`src/rtl/tmc_spi_scan_sched.sv`:
```
// Scan scheduler for the shared temperature-board SPI bus: walks 12 ADC channels per scan period,
// skipping ineligible boards, policing each SPI transaction with a timeout and posting results.
module tmc_spi_scan_sched #(
    parameter int unsigned P_SCAN_PERIOD_CLKS = 500000,
    parameter int unsigned P_TIMEOUT_CLKS     = 50000,
    parameter int unsigned P_DATA_W           = 24
) (
    input  logic                clk,
    input  logic                rst_n,
    input  logic                enable,
    input  logic [3:0]          board_en,
    input  logic [3:0]          live,
    output logic                spi_req,
    output logic [3:0]          spi_cs_idx,
    input  logic                spi_done,
    input  logic [P_DATA_W-1:0] spi_rdata,
    output logic                result_wr,
    output logic [3:0]          result_idx,
    output logic [P_DATA_W-1:0] result_data,
    output logic                scan_done,
    output logic                timeout_err,
    output logic [3:0]          err_idx,
    output logic                overrun,
    input  logic                err_clr
);

    localparam int unsigned PerW = (P_SCAN_PERIOD_CLKS > 1) ? $clog2(P_SCAN_PERIOD_CLKS) : 1;
    localparam int unsigned ToW  = $clog2(P_TIMEOUT_CLKS + 1);
    localparam logic [PerW-1:0] PerLast = PerW'(P_SCAN_PERIOD_CLKS - 1);
    localparam logic [ToW-1:0]  ToLast  = ToW'(P_TIMEOUT_CLKS - 1);
    localparam logic [3:0]      IdxLast = 4'd11;

    typedef enum logic [2:0] {
        StIdle,
        StWaitTick,
        StSel,
        StReq,
        StWr,
        StNext
    } state_e;

    state_e              state_q, state_d;
    logic [PerW-1:0]     per_q, per_d;
    logic [ToW-1:0]      to_q, to_d;
    logic [3:0]          idx_q, idx_d;
    logic [P_DATA_W-1:0] data_q, data_d;
    logic                terr_q, terr_d;
    logic [3:0]          eidx_q, eidx_d;
    logic                ovr_q, ovr_d;
    logic                tick;
    logic [3:0]          board_ok;
    logic [11:0]         elig_mask;

    // One eligibility bit per channel; three chip selects share each board.
    assign board_ok  = board_en & live;
    assign elig_mask = {{3{board_ok[3]}}, {3{board_ok[2]}}, {3{board_ok[1]}}, {3{board_ok[0]}}};

    always_comb begin
        tick  = 1'b0;
        per_d = per_q;
        if (!enable) begin
            per_d = '0;
        end else if (per_q == PerLast) begin
            per_d = '0;
            tick  = 1'b1;
        end else begin
            per_d = per_q + 1'b1;
        end
    end

    always_comb begin
        state_d   = state_q;
        idx_d     = idx_q;
        to_d      = to_q;
        data_d    = data_q;
        terr_d    = terr_q;
        eidx_d    = eidx_q;
        ovr_d     = ovr_q;
        spi_req   = 1'b0;
        result_wr = 1'b0;
        scan_done = 1'b0;

        // Sets below override the clear when both land in the same cycle.
        if (err_clr) begin
            terr_d = 1'b0;
            ovr_d  = 1'b0;
        end
        if (tick && (state_q != StWaitTick)) begin
            ovr_d = 1'b1;
        end

        case (state_q)
            StIdle: begin
                if (enable) state_d = StWaitTick;
            end
            StWaitTick: begin
                if (!enable) begin
                    state_d = StIdle;
                end else if (tick) begin
                    idx_d   = '0;
                    state_d = StSel;
                end
            end
            StSel: begin
                if (!enable) begin
                    state_d = StIdle;
                end else if (elig_mask[idx_q]) begin
                    to_d    = '0;
                    state_d = StReq;
                end else begin
                    state_d = StNext;
                end
            end
            StReq: begin
                spi_req = 1'b1;
                if (spi_done) begin
                    data_d  = spi_rdata;
                    state_d = StWr;
                end else if (to_q == ToLast) begin
                    terr_d  = 1'b1;
                    eidx_d  = idx_q;
                    state_d = StNext;
                end else begin
                    to_d = to_q + 1'b1;
                end
            end
            StWr: begin
                result_wr = 1'b1;
                state_d   = StNext;
            end
            StNext: begin
                if (!enable) begin
                    state_d = StIdle;
                end else if (idx_q == IdxLast) begin
                    scan_done = 1'b1;
                    state_d   = StWaitTick;
                end else begin
                    idx_d   = idx_q + 4'd1;
                    state_d = StSel;
                end
            end
            default: state_d = StIdle;
        endcase
    end

    always_ff @(posedge clk) begin
        if (!rst_n) begin
            state_q <= StIdle;
            per_q   <= '0;
            to_q    <= '0;
            idx_q   <= '0;
            data_q  <= '0;
            terr_q  <= 1'b0;
            eidx_q  <= '0;
            ovr_q   <= 1'b0;
        end else begin
            state_q <= state_d;
            per_q   <= per_d;
            to_q    <= to_d;
            idx_q   <= idx_d;
            data_q  <= data_d;
            terr_q  <= terr_d;
            eidx_q  <= eidx_d;
            ovr_q   <= ovr_d;
        end
    end

    assign spi_cs_idx  = (state_q == StReq) ? idx_q : 4'd0;
    assign result_idx  = (state_q == StWr) ? idx_q : 4'd0;
    assign result_data = data_q;
    assign timeout_err = terr_q;
    assign err_idx     = eidx_q;
    assign overrun     = ovr_q;

endmodule

```
`config.mk`:
```
export PLATFORM = sky130hd
export DESIGN_NAME = tmc_spi_scan_sched
export DESIGN_NICKNAME = d
export VERILOG_FILES = /design/src/rtl/tmc_spi_scan_sched.sv
export SDC_FILE = /design/constraint.sdc
export NUM_CORES = 1
export LEC_CHECK = 0
export CAP_MARGIN = 20
export CORE_UTILIZATION = 27
export DETAILED_ROUTE_END_ITERATION = 6
export GPL_ROUTABILITY_DRIVEN = 0
export GPL_TIMING_DRIVEN = 0
export PLACE_DENSITY = 0.59
export SLEW_MARGIN = 15
export SYNTH_ARGS = -nofsm -noshare
export SYNTH_HDL_FRONTEND = slang
export SYNTH_SLANG_ARGS = --single-unit
```
`constraint.sdc`:
```
create_clock -name clk -period 2.69 [get_ports clk]
set_input_delay 0.6725 -clock clk [delete_from_list [all_inputs] [get_ports clk]]
set_output_delay 0.6725 -clock clk [all_outputs]
set_load 0.02 [all_outputs]
```
==> results of run 1 <==
## Yosys cell counts, types with 2 or more instances
library cell,n
clkbuf_1,19
a31oi_1,12
a311oi_1,3
a21oi_1,34
a211oi_1,2
nand4_1,8
and2_1,7
nand3b_1,3
nand3_1,16
nor4_2,2
or3_1,3
and3_1,10
o21ai_0,18
buf_2,3
nor2b_1,3
ha_1,3
nand2b_1,7
nor3_1,5
or4bb_1,3
inv_1,8
a221oi_1,2
nand2_1,84
mux2i_1,5
xnor2_1,6
xor2_1,10
nor2_1,46
dfxtp_1,72
o21a_1,2
o22ai_1,2
## layout make-up
cell class	instances	area [sq um]
tap	168	210
timing repair buffer	75	749
fill	1257	7460
clock inverter	4	28.8
inverter	8	30.0
sequential	72	1440
multi-input combinational	319	1780
buffer	24	113
clock buffer	11	253
## metrics by stage
stage	utilization, %	hold slack, ns	area, sq um
final	38.2	0.456	4610
after global routing	38.2	0.475	4610
after CTS	38.1	0.459	4590
after detailed placement	35.7	0.451	4310
after global placement	35.7	0.442	4310
after floorplan	-	0.430	3350
## worst register-to-register path, delay by kind of cell (launching register included)
family	cells	cell delay (ns)
and+or+nand+nor	4	1.13
buffers and inverters	2	0.47
adders and majority gates	1	0.23
DFF	1	0.38
## path summary, 6_finish.rpt
check / startpoint / end / slack, ns / cells past startpoint
worst max-delay path: state_q[1]$_SDFFE_PN0P_ / spi_req / 0.1 / 4
worst min-delay path: result_data[14]$_SDFFE_PN0P_ / result_data[14]$_SDFFE_PN0P_ / 0.46 / 2
worst max register to register: per_q[0]$_SDFF_PP0_ / per_q[13]$_SDFF_PP0_ / 0.39 / 7
worst min register to register: result_data[14]$_SDFFE_PN0P_ / result_data[14]$_SDFFE_PN0P_ / 0.46 / 2
## flip-flops by register name (all words and copies together), names as in the netlist
| name | count |
|---|---|
| err_idx | 4 |
| idx_q | 4 |
| overrun | 1 |
| per_q | 19 |
| result_data | 24 |
| state_q | 3 |
| timeout_err | 1 |
| to_q | 16 |
## timing repair
action                     CTS  global route
setup endpoints to repair    9             7
setup buffers                0             0
cloned                       0             0
resized for setup            4             5
hold buffers                 0             0
## power groups by stage
stage | clock network, W | registers, W | logic (W)
after floorplan | 0 | 0.00111 | 0.0000790
after global placement | 0 | 0.00110 | 0.000167
after detailed placement | 0 | 0.00111 | 0.000169
after CTS | 0.00117 | 0.00108 | 0.000171
after global routing | 0.00121 | 0.00108 | 0.000189
final | 0.00113 | 0.00108 | 0.000173
## logic make-up after synthesis
| logic type | after synthesis |
|---|---|
| and+or+nand+nor | 208 |
| buffers and inverters | 32 |
| xor gates and xnor gates | 16 |
| DFF | 72 |
| muxes | 6 |
| adders and majority gates | 3 |
| AOI/OAI and AO/OA | 86 |
## routing by layer
metal	routed length (um)	GRT usage (%)	vias up
li1	-	-	1638
met1	4340	18.1	1542
met2	4060	23.9	77
met3	377	4.02	9
met4	96	4.82	0
met5	0	0	-
## cells in the final DEF (no fill, tap or decap), types with 2 or more instances in the layout
cell type / synthesis / layout
mux2i_1: 5 / 5
or4bb_1: 3 / 3
a211oi_1: 2 / 2
nor2b_1: 3 / 3
a31oi_1: 12 / 12
a221oi_1: 2 / 2
o21ai_0: 18 / 18
clkbuf_1: 19 / 17
or3_1: 3 / 3
clkbuf_8: 0 / 2
nand2b_1: 7 / 7
buf_2: 3 / 3
nand3_1: 16 / 16
a311oi_1: 3 / 3
dfxtp_1: 72 / 72
o22ai_1: 2 / 2
o21a_1: 2 / 2
ha_1: 3 / 3
xnor2_1: 6 / 6
and3_1: 10 / 10
nor3_1: 5 / 5
clkinvlp_4: 0 / 2
clkbuf_16: 0 / 9
and2_1: 7 / 7
nor4_2: 2 / 2
inv_1: 8 / 8
clkbuf_4: 0 / 2
nand2_1: 84 / 84
clkdlybuf4s50_1: 0 / 74
xor2_1: 10 / 10
nor2_1: 46 / 46
nand3b_1: 3 / 3
a21oi_1: 34 / 34
nand4_1: 8 / 8
==> impl_metrics.ini, run 1 <==
[drt]
route.detailed.drc = 0
vias = 3266
drtAntennaViolNets = 0
first_pass_iters = 4
avgRoutedWirePerCell_um = 13.0
wl_mm = 8.87
first_iter_violations = 184
viasPerCell = 4.80

[global_route]
grt_use_total_pct = 14.5
antenna_found_initial = 0
grt_pass1_vias = 3159
grt_start_max_net_pins = 13
grt_pass1_wl_mm = 14.8
grt-ovfl-total = 0

[setup_path]
required_ns = 2.02
cp_data_arrival_time_ns = 1.92
cp_max_fo = 8
cpMaxStageDelayCell = clkdlybuf4s50_1
cp_top_family = buffers and inverters
path_buf_inv = 2
end_kind = primary output
start_kind = flip-flop
path_cells = and2b_4, nand2_4, inv_1, clkdlybuf4s50_1
path_class = reg -> out
slowest_delay_ns = 0.63

[clock_network]
cts_tree = yes
clock_latency_ns = 0.33
clk_pin_slew_ns = 0.06
cts_buffer_depth = 2
clockRootBuffer = clkbuf_16
htreeDepth = 3
cts_sinks = 72
cts_buffers = 9

[floorplanning]
fp.dieW_um = 113
dieArea_sq_um = 12800
die_y_um = 113
core_area_sq_um = 12100
ios = 78
start_util_pct = 27.7
rows = 40

[placed_design]
dpl_worst_slack_ns = -0.0389
hpwl_mm = 6.50
dpl.cell_count = 666
io_buffers = 75

[power]
power_density_nw_per_um2 = 518
p_comb_share_pct = 7.2
pwr-share-seq_pct = 45.4
p_switching_w = 0.000555
swShare_pct = 23.3
p_int_w = 0.00183
power.total_w = 0.00238
clkPwrFrac_pct = 47.4
irDropWorstVdd_mv = 0.263
power_leakage_nw = 1.51

[logic_synthesis]
synth_compound_area_share_pct = 15.6
ys_types = 54
synth_nets = 463
synth_area_sq_um = 3350
synth_xor_area_share_pct = 4.19
syn_avg_cell_area_sq_um = 7.91
ys_seq_elements = 72
synth_top_family_by_area = simple AND/OR/NAND/NOR gates
synth_edf_count = 0
synthTopCellsByArea = dfxtp_1 (43%), nand2_1 (9.4%), nor2_1 (5.2%)
synth.top_cell.area_share_pct = 43.1
yosys.area_share.simple_pct = 30.1
async_reset_ff_share_pct = 0
ys.flop_type = dfxtp_1
synth_cells = 423
synth_top_cell_by_area = dfxtp_1
yosysWarnings = 0
synth_fa_ha_area_share_pct = 1.12
synth.area.mux_share_pct = 1.83
yosysSeqAreaShare_pct = 43.1

[sta]
fin_skew_ns = 0.00411
worst_slack_ns = 0.0962
fin_tns_setup_ns = 0
fin_crit_sh_pct = 96.4
rsz0062_at_grt = no
slew-limit-headroom_pct = 57.3
fmax_ghz = 0.386
setup_viol = 0
hold_viol = 0
slew_violations = 0
final.min_clock_period_ns = 2.59
tightest_slew_ns = 0.636

[final_layout]
antenna_cells = 0
area_delta_synth_final_pct = 37.7
instances_no_fill = 681
nets = 549
drive_gt1_share_pct = 6.43

[min_path]
hold_class = reg -> reg

[status]
status = finished clean

[job]
drv_cap = 0
No activity file was read; power rests on OpenSTA's default activity.
==> inputs of run 2 (changes only) <==
- CORE_MARGIN: default -> 2
==> run 2 against run 1 <==
  * Flip-flop and latch count unchanged
  * Core utilization up 0.21 points
  * Via count down 1.6%
  * Clock skew up 0.0061 ns
  * Critical endpoint is now result_idx[3]
  * Count of clock-buffer cells in the layout down 1
  * First-iteration DRC count down 27%
  * Critical path depth unchanged
  * Combinational power about the same
  * Sequential share of layout area down 0.17 points
  * Sequential power about the same
  * Clock power up 9.7%
==> impl_metrics.ini, run 2 (synthesis results as in run 1) <==
[drt]
wl_mm = 8.87
viasPerCell = 4.71
first_iter_violations = 135
route.detailed.drc = 0
vias = 3213
drtAntennaViolNets = 0
avgRoutedWirePerCell_um = 13.0
first_pass_iters = 4

[setup_path]
r2r-end = err_idx[2]$_SDFFE_PN0P_
required_ns = 2.02
slowest_delay_ns = 0.60
start_kind = flip-flop
path_buf_inv = 2
cp_top_family = buffers and inverters
cpMaxStageDelayCell = clkdlybuf4s50_1
worstReg2RegStart = to_q[6]$_SDFFE_PN0P_
startpoint = state_q[0]$_SDFFE_PN0P_
path_depth = 4
cp_data_arrival_time_ns = 1.93
worstSetupEndpoint = result_idx[3]
end_kind = primary output
cp_max_fo = 10
path_cells = clkbuf_4, nor3b_4, and2_1, clkdlybuf4s50_1
path_class = reg -> out
reg2reg_setup_slack_ns = 0.39
rr_worst_depth = 5

[clock_network]
clockRootBuffer = clkbuf_16
clock_latency_ns = 0.34
cts_sinks = 72
cts_tree = yes
clk_pin_slew_ns = 0.06
cts_hold_buf = 0
cts_buffer_depth = 2
cts_buffers = 9
htreeDepth = 3
postCtsSetupBuffers = 0

[floorplanning]
ios = 78
start_util_pct = 27.7
core_area_sq_um = 12100
fp.dieW_um = 115
die_y_um = 115
dieArea_sq_um = 13300
rows = 40

[job]
drv_cap = 0

[sta]
fin_tns_setup_ns = 0
setup_viol = 0
final.min_clock_period_ns = 2.60
fmax_ghz = 0.384
fin_crit_sh_pct = 96.8
holdWs_ns = 0.451
slew-limit-headroom_pct = 57.8
rsz0062_at_grt = no
hold_viol = 0
tightest_slew_ns = 0.628
slew_violations = 0
fin_skew_ns = 0.0102

[global_route]
grt_start_max_net_pins = 14
grt_pass1_vias = 3018
grt-ovfl-total = 0
grt_pass1_wl_mm = 14.6
antenna_found_initial = 0
grt_use_total_pct = 13.8

[final_layout]
final_cell_mix = nand2_1 (84), clkdlybuf4s50_1 (74), dfxtp_1 (72)
drive_gt1_share_pct = 6.61
area_delta_synth_final_pct = 38.4
nFillCells = 1263
largest_reg_flops = 24
nets = 549
antenna_cells = 0
final_core_util_pct = 38.4
layout_commonest_cell = nand2_1

[min_path]
hold_class = reg -> reg

[power]
irDropWorstVdd_mv = 0.306
power_density_nw_per_um2 = 538
power_leakage_nw = 1.52

[status]
status = finished clean

[placed_design]
hpwl_mm = 6.44
io_buffers = 75
==> run 2: cell count changes in the layout (fill, tap and decap cells not counted), sizes merged <==
cell    delta
clkbuf     -1
bufinv     +1
clkinv     +1
==> run 2: per-stage QoR <==
step | instances | power (W) | setup WS, ns | area [sq um]
6_report | 682 | 0.00249 | 0.0850 | 4630
5_1_grt | 682 | 0.00258 | 0.00156 | 4630
4_1_cts | 682 | 0.00252 | 0.0202 | 4630
3_5_place_dp | 666 | 0.00127 | -0.0252 | 4310
3_3_place_gp | 666 | 0.00127 | -0.0249 | 4310
2_1_floorplan | 423 | 0.00119 | 0.451 | 3350
==> run 2: how the worst min path moves through the flow <==
stage / endpoint / start / slack (ns) / depth (start not counted)
2_1_floorplan: per_q[0]$_SDFF_PP0_ / per_q[0]$_SDFF_PP0_ / 0.43 / 1
3_3_place_gp: result_data[5]$_SDFFE_PN0P_ / result_data[5]$_SDFFE_PN0P_ / 0.44 / 2
3_5_place_dp: result_data[14]$_SDFFE_PN0P_ / result_data[14]$_SDFFE_PN0P_ / 0.45 / 2
4_1_cts: result_data[13]$_SDFFE_PN0P_ / result_data[13]$_SDFFE_PN0P_ / 0.46 / 2
5_1_grt: result_data[10]$_SDFFE_PN0P_ / result_data[10]$_SDFFE_PN0P_ / 0.47 / 2
6_report: result_data[14]$_SDFFE_PN0P_ / result_data[14]$_SDFFE_PN0P_ / 0.45 / 2
==> run 2: repair_timing <==
| item | in CTS | in global routing |
|---|---|---|
| setup endpoints to repair | 9 | 8 |
| resized for setup | 6 | 2 |
| pin swaps | 0 | 0 |
==> run 2: where the power goes <==
group / leakage (nW) / switching [W] / internal (W)
clock: 0.145 / 0.000490 / 0.000746
sequential: 0.580 / 0.00000775 / 0.00107
combinational: 0.792 / 0.0000869 / 0.0000849
total: 1.52 / 0.000585 / 0.00191
==> run 2: tightest hold or removal path, stage by stage (launching register included) <==
cell and delay (ns):
dfxtp_1 0.30, nand2_1 0.05, a21oi_1 0.05
==> run 2: layout make-up <==
cell class                 count  area (sq um)  area share (%)
multi-input combinational    319          1780            38.4
tap                          168           210            4.54
clock buffer                  10           239            5.16
timing repair buffer          75           749            16.2
buffer                        24           113            2.43
sequential                    72          1440            31.1
inverter                       8          30.0           0.648
clock inverter                 6          67.6            1.46
==> run 2: layer usage <==
metal	track usage, %	vias to the layer above	share of wire [%]
met3	3.80	9	4.5
met1	17.6	1500	47
met4	4.82	0	1.5
met2	22.5	72	47
met5	0	-	0
li1	-	1632	-
==> inputs of run 3 (changes only) <==
- CORE_MARGIN: 2 -> 1
- TNS_END_PERCENT: default -> 30
==> results of run 3 <==
Final layout, timing and power as in run 1 (identical DEF).
